[config.mk]
export PLATFORM = sky130hd
export DESIGN_NAME = vga_sync_receiver
export DESIGN_NICKNAME = d
export VERILOG_FILES = /design/src/rtl/vga_pkg.sv /design/src/rtl/vga_sync_edge.sv /design/src/rtl/vga_sync_receiver.sv
export SDC_FILE = /design/constraint.sdc
export NUM_CORES = 1
export LEC_CHECK = 0
export CORE_MARGIN = 1
export CORE_UTILIZATION = 40
export CTS_CLUSTER_SIZE = 40
export DETAILED_ROUTE_END_ITERATION = 8
export PLACE_DENSITY_LB_ADDON = 0.3
export SYNTH_ARGS = -nofsm -noshare
export SYNTH_HDL_FRONTEND = slang
export SYNTH_SLANG_ARGS = --single-unit
[constraint.sdc]
create_clock -name clk -period 5.05 [get_ports clk]
set_input_delay 0.505 -clock clk [delete_from_list [all_inputs] [get_ports clk]]
set_output_delay 0.505 -clock clk [all_outputs]
set_load 0.01 [all_outputs]
[src/rtl/vga_pkg.sv]
// Shared VGA raster constants and receiver state encoding, common to generator and receiver.
package vga_pkg;

  localparam int unsigned H_ACTIVE = 640;
  localparam int unsigned H_BACK   = 48;
  localparam int unsigned H_TOTAL  = 800;
  localparam int unsigned V_ACTIVE = 480;
  localparam int unsigned V_BACK   = 33;
  localparam int unsigned V_TOTAL  = 525;
  localparam int unsigned RGB_W    = 9;

  typedef enum logic [1:0] {
    StSearch,
    StMeasure,
    StLocked
  } rx_state_e;

endpackage

[src/rtl/vga_sync_edge.sv]
// Input capture for the VGA receiver: S1 register, sync polarity normalisation and deassert edges.
// Defining VGA_RX_SYNC2FF_EN inserts two synchroniser stages ahead of S1.
module vga_sync_edge
  import vga_pkg::*;
#(
  parameter bit SyncActiveLow = 1'b1
) (
  input  logic             clk,
  input  logic             rst,
  input  logic             hsync_i,
  input  logic             vsync_i,
  input  logic [RGB_W-1:0] rgb_i,
  output logic             hs_edge_o,
  output logic             vs_edge_o,
  output logic [RGB_W-1:0] rgb_o
);

  logic             hs_raw, vs_raw;
  logic [RGB_W-1:0] rgb_raw;

`ifdef VGA_RX_SYNC2FF_EN
  logic [1:0]       hs_ff_q, vs_ff_q;
  logic [RGB_W-1:0] rgb_ff0_q, rgb_ff1_q;

  // Reset to the idle line level so no false deassert edge follows reset.
  always_ff @(posedge clk) begin
    if (rst) begin
      hs_ff_q   <= {2{SyncActiveLow}};
      vs_ff_q   <= {2{SyncActiveLow}};
      rgb_ff0_q <= '0;
      rgb_ff1_q <= '0;
    end else begin
      hs_ff_q   <= {hs_ff_q[0], hsync_i};
      vs_ff_q   <= {vs_ff_q[0], vsync_i};
      rgb_ff0_q <= rgb_i;
      rgb_ff1_q <= rgb_ff0_q;
    end
  end

  assign hs_raw  = hs_ff_q[1];
  assign vs_raw  = vs_ff_q[1];
  assign rgb_raw = rgb_ff1_q;
`else
  assign hs_raw  = hsync_i;
  assign vs_raw  = vsync_i;
  assign rgb_raw = rgb_i;
`endif

  logic             hs_s1_q, vs_s1_q, hs_prev_q, vs_prev_q;
  logic [RGB_W-1:0] rgb_s1_q;

  // S1 holds syncs as active-high.
  always_ff @(posedge clk) begin
    if (rst) begin
      hs_s1_q   <= 1'b0;
      vs_s1_q   <= 1'b0;
      hs_prev_q <= 1'b0;
      vs_prev_q <= 1'b0;
      rgb_s1_q  <= '0;
    end else begin
      hs_s1_q   <= hs_raw ^ SyncActiveLow;
      vs_s1_q   <= vs_raw ^ SyncActiveLow;
      hs_prev_q <= hs_s1_q;
      vs_prev_q <= vs_s1_q;
      rgb_s1_q  <= rgb_raw;
    end
  end

  assign hs_edge_o = hs_prev_q & ~hs_s1_q;
  assign vs_edge_o = vs_prev_q & ~vs_s1_q;
  assign rgb_o     = rgb_s1_q;

endmodule

[src/rtl/vga_sync_receiver.sv]
// VGA receiver: recovers raster timing from hsync/vsync, locks, and emits pixel coordinates and RGB.
// VGA_RX_SYNC2FF_EN (see vga_sync_edge) adds two input synchroniser stages.
module vga_sync_receiver
  import vga_pkg::*;
#(
  parameter int unsigned HActive       = H_ACTIVE,
  parameter int unsigned HBack         = H_BACK,
  parameter int unsigned VActive       = V_ACTIVE,
  parameter int unsigned VBack         = V_BACK,
  parameter bit          SyncActiveLow = 1'b1,
  parameter int unsigned LockFrames    = 2,
  parameter int unsigned Timeout       = 2047
) (
  input  logic             clk,
  input  logic             rst,
  input  logic             hsync_in,
  input  logic             vsync_in,
  input  logic [RGB_W-1:0] rgb_in,
  output logic [9:0]       pix_x,
  output logic [8:0]       pix_y,
  output logic [RGB_W-1:0] pix_rgb,
  output logic             pix_valid,
  output logic             frame_start,
  output logic             locked,
  output logic [10:0]      line_len,
  output logic             err
);

  localparam logic [10:0] HMax   = 11'(Timeout);
  localparam logic [9:0]  VMax   = 10'd1023;
  localparam logic [10:0] HBegW  = 11'(HBack);
  localparam logic [10:0] HEndW  = 11'(HBack + HActive);
  localparam logic [9:0]  VBegW  = 10'(VBack);
  localparam logic [9:0]  VEndW  = 10'(VBack + VActive);
  localparam logic [3:0]  LockW  = 4'(LockFrames);

  logic             hs_edge, vs_edge;
  logic [RGB_W-1:0] rgb_s1;

  vga_sync_edge #(
    .SyncActiveLow(SyncActiveLow)
  ) u_edge (
    .clk      (clk),
    .rst      (rst),
    .hsync_i  (hsync_in),
    .vsync_i  (vsync_in),
    .rgb_i    (rgb_in),
    .hs_edge_o(hs_edge),
    .vs_edge_o(vs_edge),
    .rgb_o    (rgb_s1)
  );

  logic [10:0] h_cnt_q, h_cnt_d, line_len_q, meas_len;
  logic [9:0]  v_cnt_q, v_cnt_d;
  logic        h_timeout, v_ovf;

  assign meas_len  = h_cnt_q + 11'd1;
  assign h_timeout = !hs_edge && (h_cnt_q == HMax - 11'd1);
  assign v_ovf     = hs_edge && !vs_edge && (v_cnt_q == VMax - 10'd1);

  always_comb begin
    h_cnt_d = h_cnt_q;
    v_cnt_d = v_cnt_q;
    if (hs_edge)              h_cnt_d = '0;
    else if (h_cnt_q != HMax) h_cnt_d = h_cnt_q + 11'd1;
    if (vs_edge)                          v_cnt_d = '0;
    else if (hs_edge && v_cnt_q != VMax)  v_cnt_d = v_cnt_q + 10'd1;
  end

  always_ff @(posedge clk) begin
    if (rst) begin
      h_cnt_q    <= '0;
      v_cnt_q    <= '0;
      line_len_q <= '0;
    end else begin
      h_cnt_q <= h_cnt_d;
      v_cnt_q <= v_cnt_d;
      if (hs_edge) line_len_q <= meas_len;
    end
  end

  rx_state_e   state_q;
  logic [10:0] ref_len_q;
  logic [3:0]  frames_q;
  logic        locked_q, err_q, len_bad, drop;

  // ref_len of zero marks "first line of MEASURE not yet seen".
  assign len_bad = hs_edge && (ref_len_q != '0) && (meas_len != ref_len_q);
  assign drop    = h_timeout || v_ovf || len_bad;

  always_ff @(posedge clk) begin
    if (rst) begin
      state_q   <= StSearch;
      ref_len_q <= '0;
      frames_q  <= '0;
      locked_q  <= 1'b0;
      err_q     <= 1'b0;
    end else begin
      err_q <= 1'b0;
      case (state_q)
        StSearch: begin
          ref_len_q <= '0;
          frames_q  <= '0;
          if (!h_timeout && vs_edge) state_q <= StMeasure;
        end
        StMeasure: begin
          if (drop) begin
            state_q <= StSearch;
            err_q   <= 1'b1;
          end else begin
            if (hs_edge && ref_len_q == '0) ref_len_q <= meas_len;
            if (vs_edge) begin
              frames_q <= frames_q + 4'd1;
              if (frames_q == LockW - 4'd1) begin
                state_q  <= StLocked;
                locked_q <= 1'b1;
              end
            end
          end
        end
        StLocked: begin
          if (drop) begin
            state_q  <= StSearch;
            locked_q <= 1'b0;
            err_q    <= 1'b1;
          end
        end
        default: begin
          state_q  <= StSearch;
          locked_q <= 1'b0;
        end
      endcase
    end
  end

  logic             active;
  logic [9:0]       pix_x_q;
  logic [8:0]       pix_y_q;
  logic [RGB_W-1:0] pix_rgb_q;
  logic             pix_valid_q, frame_start_q;

  assign active = (state_q == StLocked) && (h_cnt_q >= HBegW) && (h_cnt_q < HEndW) &&
                  (v_cnt_q >= VBegW) && (v_cnt_q < VEndW);

  always_ff @(posedge clk) begin
    if (rst || !active) begin
      pix_x_q       <= '0;
      pix_y_q       <= '0;
      pix_rgb_q     <= '0;
      pix_valid_q   <= 1'b0;
      frame_start_q <= 1'b0;
    end else begin
      pix_x_q       <= 10'(h_cnt_q - HBegW);
      pix_y_q       <= 9'(v_cnt_q - VBegW);
      pix_rgb_q     <= rgb_s1;
      pix_valid_q   <= 1'b1;
      frame_start_q <= (h_cnt_q == HBegW) && (v_cnt_q == VBegW);
    end
  end

  assign pix_x       = pix_x_q;
  assign pix_y       = pix_y_q;
  assign pix_rgb     = pix_rgb_q;
  assign pix_valid   = pix_valid_q;
  assign frame_start = frame_start_q;
  assign locked      = locked_q;
  assign line_len    = line_len_q;
  assign err         = err_q;

endmodule

==> results of run 1 <==
-- metrics by stage --
step | cells | hold WS, ns | instance area [um2] | util | power [mW]
global route | 641 | 0.456 | 4980 | 0.502 | 1.47
global placement | 625 | 0.409 | 4750 | 0.479 | 0.866
CTS | 641 | 0.433 | 4980 | 0.502 | 1.43
floorplan | 466 | 0.406 | 4160 | - | 0.835
detailed placement | 625 | 0.411 | 4750 | 0.479 | 0.868
finish | 641 | 0.430 | 4980 | 0.502 | 1.42
-- cell type report --
| cell class | instances | share of cell area |
|---|---|---|
| Inverter | 14 | 0.0106 |
| Clock inverter | 6 | 0.0186 |
| Sequential cell | 94 | 0.378 |
| Multi-Input combinational cell | 327 | 0.418 |
| Timing Repair Buffer | 57 | 0.114 |
| Clock buffer | 10 | 0.0276 |
| Tap cell | 133 | 0.0334 |
-- path summary, 6_finish.rpt --
check | from | endpoint | slack (ns) | depth (start not counted)
setup / recovery | h_cnt_q[4]$_SDFFE_PP0P_ | frames_q[0]$_SDFFE_PP0P_ | 2.17 | 8
hold / removal | u_edge.rgb_o[8]$_SDFF_PP0_ | pix_rgb[8]$_SDFF_PN0_ | 0.43 | 1
setup reg to reg | h_cnt_q[4]$_SDFFE_PP0P_ | frames_q[0]$_SDFFE_PP0P_ | 2.17 | 8
hold reg to reg | u_edge.rgb_o[8]$_SDFF_PP0_ | pix_rgb[8]$_SDFF_PN0_ | 0.43 | 1
-- worst max-delay path, delay by kind of cell (launching register included) --
family	cells	cell delay, ns
XOR/XNOR	1	0.14
AO/OA/AOI/OAI	4	1.21
adder cells (fa/ha/maj)	1	0.36
AND/OR/NAND/NOR	2	0.49
flip-flops	1	0.58
-- power by group --
group / internal, mW / switching (mW)
logic: 0.0383 / 0.0504
clock network: 0.296 / 0.269
registers: 0.753 / 0.00917
-- synth_stat cells, drive strengths merged (2+ instances only) --
cell type  number  area (um2)
a211o           2        17.5
nor3           11        60.1
xor2           12         105
xnor2          20         175
ha             13         163
o21ai           6        30.0
nor4           11        68.8
and4            5        45.0
nand3b          3        22.5
nand3          17        85.1
nand4          13        96.3
clkbuf         20        75.1
nor2           64         240
dfxtp          94        1880
and2           14        87.6
a31oi           6        37.5
o211ai          4        30.0
nand2          29         109
a2111oi         2        42.5
a22oi           5        37.5
nand2b          4        25.0
buf            11        63.8
and3            7        45.1
a211oi         13        97.6
a21oi          23         115
inv            14        52.6
o311ai          3        26.3
a21o            2        15.0
or3             2        12.5
or2             3        18.8
nor2b          15        93.8
o221a           2        22.5
-- registers in the layout, summed over array words and instances (netlist names), 2 cells and up --
name and flops:
frames_q 4, h_cnt_q 11, line_len 11, pix_rgb 9, pix_x 10, pix_y 9, ref_len_q 11, state_q 2
u_edge.rgb_o 9, v_cnt_q 10
-- cells in the final DEF, fill, tap and decap left out, types with 2 or more instances in the layout --
cell / instances
a211oi_1: 13
or2_2: 3
xnor2_1: 20
a21oi_1: 23
nand3_1: 17
a21o_1: 2
buf_4: 2
xor2_1: 12
clkinvlp_4: 2
o221a_2: 2
and4_1: 4
nor3_1: 10
nor4_1: 11
a31oi_1: 6
clkbuf_8: 10
nor2_1: 64
nor2b_1: 15
ha_1: 13
bufinv_16: 2
nand2b_1: 4
o311ai_0: 2
nand4_1: 12
o211ai_1: 4
a211o_1: 2
and3_1: 6
nand3b_1: 3
inv_6: 2
or3_1: 2
o21ai_0: 6
nand2_1: 29
inv_1: 14
clkdlybuf4s50_1: 55
a22oi_1: 5
and2_1: 14
dfxtp_1: 94
-- logic make-up (layout without fill, tap and decap cells) --
logic type / after synthesis / in the layout / share of synthesized area
AO/OA/AOI/OAI: 80 / 80 / 0.140
XOR/XNOR: 33 / 33 / 0.0729
adder cells (fa/ha/maj): 13 / 13 / 0.0391
buffers and inverters: 45 / 87 / 0.0461
flip-flops: 94 / 94 / 0.453
AND/OR/NAND/NOR: 201 / 201 / 0.249
-- layer usage --
layer	wire (um)	vias up	part of all wire	track usage
met5	0	-	0	0
met4	108	0	0.011	0.0653
met3	485	13	0.051	0.0388
met2	4410	104	0.46	0.286
met1	4490	1565	0.47	0.242
li1	-	1704	-	-
==> flow_metrics.env, run 1 <==
export IMPL_async_flop_share=0
export IMPL_worst_pin_slew_ns=0.755
export IMPL_finalWorstSetupSlack_ns=2.17
export IMPL_multi_input_area_um2=2080
export IMPL_ctsRootBufferMaster="clkbuf_8"
export IMPL_critPathMaxFanout=12
export IMPL_outcome="finished, final reports clean"
export IMPL_cts_tree="built"
export IMPL_ctsHoldBuffers=0
export IMPL_fp_dieW_um=104
export IMPL_yosysSeqAreaShare=0.453
export IMPL_setup_viol_count_final=0
export IMPL_drv_cap=0
export IMPL_finalCriticalPeriod_ns=2.88
export IMPL_grt_overflow_total=0
export IMPL_critPathKind="reg2reg"
export IMPL_p_leak_nw=1.82
export IMPL_nNetsFinal=529
export IMPL_crit_path_max_incr_delay_ns=0.58
export IMPL_firstDrtPassIters=7
export IMPL_worst_endpoint_required_ns=5.33
export IMPL_fin_skew_ns=0.00943
export IMPL_fillers=957
export IMPL_coreArea_um2=9910
export IMPL_fmax_mhz=348
export IMPL_routed_wirelength_um=9500
export IMPL_setup_worst_path_end_class="flip-flop"
export IMPL_start_util=0.419
export IMPL_diodes=0
export IMPL_antenna_found_initial=0
export IMPL_seqCellArea_um2=1880
export IMPL_cts_buffers=9
export IMPL_place_gp_congestion=0.884
export IMPL_power_density_nw_per_um2=284
export IMPL_vias=3386
export IMPL_dpl_hpwl_um=6830
export IMPL_yosys_warnings=0
export IMPL_die_area_um2=10800
export IMPL_cts_sinks=94
export IMPL_worstSkewPairLatency_ns=0.36
export IMPL_hold_violations=0
export IMPL_die_h_um=104
export IMPL_drt_wirelength_per_cell_um=14.8
export IMPL_dp_slack_ns=2.21
export IMPL_drv_slew=0
export IMPL_drive_above_1_share=0.0591
export IMPL_setup_tns_ns=0
export IMPL_io_pins=56
export IMPL_grt_pass1_wl_um=15700
export IMPL_cts_path_max_buffers=2
export IMPL_syn_avg_cell_area_um2=8.92
export IMPL_clk_pin_slew_ns=0.10
export IMPL_drc=0
export IMPL_cts_resized=0
export IMPL_min_path_type="reg2reg"
export IMPL_htree_num_levels=3
export IMPL_rsz0062_at_grt="false"
export IMPL_portBuffers=55
export IMPL_grt_pass1_vias=3176
export IMPL_drt_iter0_drc=120
export IMPL_ir_drop_v=0.000122
export IMPL_grt_max_degree=51
export IMPL_startpoint_type="flip-flop"
export IMPL_synth_cell_types=57
export IMPL_post_cts_buffers=0
export IMPL_synth_edf_count=0
export IMPL_finalCritPeriodShare=0.570
export IMPL_crit_chain="ha_1, and4_1, xnor2_1, a21o_1, a2111oi_4, nand4_4, a2111o_1, o311ai_1"
export IMPL_synth_area_um2=4160
export IMPL_slew_headroom=0.493
export IMPL_netlist_instances=466
export IMPL_syn_to_final_growth_pct=19.8
export IMPL_ys_flop_type="dfxtp_1"
export IMPL_grtUsageTotal=0.181
export IMPL_worstPathArrival_ns=3.16
export IMPL_cpMaxStageDelayCell="dfxtp_1"
export IMPL_rows=36
export IMPL_synth_nets=492
export IMPL_routed_via_density=5.28
export IMPL_ant_nets=0
export IMPL_synth_seq_cells=94
No activity file was read; power rests on OpenSTA's default activity.
==> run 2, diff against run 1 <==
Clock period 5.05 ns to 2.35 ns, I/O delays scaled along.
==> run 2 against run 1 <==
Sequential power up 120%. Setup slack worse by 2.1 ns. Global-route usage up 0.33 points. Highest routed layer unchanged. Non-clock buffer count up 37. Die area unchanged. Via count up 4.8%. Flip-flop and latch count unchanged. Core utilization up 3.0 points. Total power up 100%. Hold slack worse by 0.061 ns. Combinational power rose to 2.5 times the previous value. Clock power up 81%.
==> flow_metrics.env, run 2 (synthesized netlist as in run 1, its figures left out) <==
export IMPL_final_core_utilization=0.532
export IMPL_startpoint_type="flip-flop"
export IMPL_r2r_cells=9
export IMPL_coreArea_um2=9910
export IMPL_intPower_mw=2.23
export IMPL_worst_pin_slew_ns=0.578
export IMPL_syn_to_final_growth_pct=26.9
export IMPL_outcome="finished, final reports clean"
export IMPL_drv_cap=0
export IMPL_setup_tns_ns=0
export IMPL_fin_skew_ns=0.0116
export IMPL_finalCriticalPeriod_ns=2.31
export IMPL_setup_viol_count_final=0
export IMPL_rsz0062_at_grt="true"
export IMPL_drc=0
export IMPL_ant_nets=0
export IMPL_whs_path_depth=2
export IMPL_drt_wirelength_per_cell_um=14.4
export IMPL_fp_dieW_um=104
export IMPL_drt_iter0_drc=120
export IMPL_swShare=0.226
export IMPL_dpl_cell_area_um2=5020
export IMPL_mostFrequentLayoutCells="dfxtp_1, nor2_1, clkdlybuf4s50_1"
export IMPL_portBuffers=55
export IMPL_fmax_mhz=433
export IMPL_htree_num_levels=3
export IMPL_power_density_nw_per_um2=546
export IMPL_vias=3547
export IMPL_firstDrtPassIters=4
export IMPL_routed_via_density=5.25
export IMPL_power_share_clock=0.353
export IMPL_cts_buffers=9
export IMPL_rows=36
export IMPL_grtUsageTotal=0.184
export IMPL_die_h_um=104
export IMPL_nNetsFinal=566
export IMPL_pwr_share_seq=0.568
export IMPL_io_pins=56
export IMPL_start_util=0.419
export IMPL_critPathMaxFanout=4
export IMPL_cts_path_max_buffers=2
export IMPL_drv_slew=0
export IMPL_hold_violations=0
export IMPL_final_area_um2=5270
export IMPL_drive_above_1_share=0.146
export IMPL_grt_pass1_wl_um=16100
export IMPL_grt_pass1_vias=3377
export IMPL_worst_endpoint_required_ns=2.63
export IMPL_pwr_share_comb=0.079
export IMPL_p_leak_nw=1.99
export IMPL_die_area_um2=10800
export IMPL_min_path_type="in2reg"
export IMPL_worstSkewPairLatency_ns=0.37
export IMPL_cts_tree="built"
export IMPL_finalWorstSetupSlack_ns=0.0400
export IMPL_grt_max_degree=50
export IMPL_final_common_cell="dfxtp_1"
export IMPL_ctsRootBufferMaster="clkbuf_8"
export IMPL_fin_hold_ws_ns=0.370
export IMPL_finalCritPeriodShare=0.983
export IMPL_grt_overflow_total=0
export IMPL_antenna_found_initial=0
export IMPL_place_gp_congestion=0.837
export IMPL_critPathKind="reg2reg"
export IMPL_cts_sinks=94
export IMPL_routed_wirelength_um=9730
export IMPL_ir_drop_v=0.000289
export IMPL_setup_worst_path_end_class="flip-flop"
export IMPL_dpl_hpwl_um=7230
export IMPL_worstPathArrival_ns=2.59
export IMPL_clk_pin_slew_ns=0.08
export IMPL_slew_headroom=0.611
export IMPL_dp_slack_ns=-0.0458
export IMPL_p_sw_mw=0.651
export IMPL_diodes=0
[run 2: cell count changes in the layout (fill, tap and decap cells not counted), sizes merged]
cell      delta
clkbuf       +1
buf         +37
clkinvlp     -2
inv          -2
bufinv       -1
clkinv       +1
[run 2: repair_timing]
item / CTS / global route
hold buffers: 0 / 0
resized for setup: 3 / 17
pin swaps: 1 / 9
hold endpoints to repair: 0 / 0
endpoints found under the setup margin: 7 / 20
buffers inserted: 1 / 2
[run 2: critical path, cell delays in order (launching register included)]
cell,delay (ns)
dfxtp_4,0.39
inv_4,0.04
ha_4,0.23
xor2_1,0.16
a211o_1,0.24
a2111oi_2,0.21
o2111a_2,0.33
nand4_4,0.13
a2111o_1,0.39
o311ai_1,0.09
[run 2: metal layers]
metal / wire [um] / part of all wire / global-route usage
met1: 4620 / 0.47 / 0.236
met2: 4590 / 0.47 / 0.302
met3: 304 / 0.031 / 0.0307
met4: 213 / 0.022 / 0.0837
met5: 0 / 0 / 0
[run 2: power by group through the flow]
| stage | combinational (mW) | sequential (mW) | clock [mW] |
|---|---|---|---|
| floorplan | 0.131 | 1.67 | 0 |
| global placement | 0.216 | 1.67 | 0 |
| detailed placement | 0.220 | 1.67 | 0 |
| CTS | 0.221 | 1.63 | 1.04 |
| global route | 0.251 | 1.64 | 1.11 |
| finish | 0.226 | 1.64 | 1.02 |
[run 2: worst paths after layout]
| kind | endpoint | slack (ns) | from |
|---|---|---|---|
| max | frames_q[0]$_SDFFE_PP0P_ | 0.04 | h_cnt_q[0]$_SDFFE_PP0P_ |
| min | u_edge.hs_s1_q$_SDFF_PP0_ | 0.37 | hsync_in |
| max reg2reg | frames_q[0]$_SDFFE_PP0P_ | 0.04 | h_cnt_q[0]$_SDFFE_PP0P_ |
| min reg2reg | pix_rgb[0]$_SDFF_PN0_ | 0.43 | u_edge.rgb_o[0]$_SDFF_PP0_ |
[run 2: final cells by class]
type | count | area [um2]
Tap cell | 133 | 166
Fill cell | 933 | 4640
Clock buffer | 11 | 141
Clock inverter | 2 | 35.0
Sequential cell | 94 | 1900
Inverter | 14 | 55.1
Timing Repair Buffer | 94 | 843
Multi-Input combinational cell | 327 | 2140
[run 2: metrics by stage]
| stage | total power [mW] | cells |
|---|---|---|
| floorplan | 1.80 | 466 |
| global placement | 1.89 | 659 |
| detailed placement | 1.89 | 659 |
| CTS | 2.90 | 673 |
| global route | 3.00 | 675 |
| finish | 2.88 | 675 |
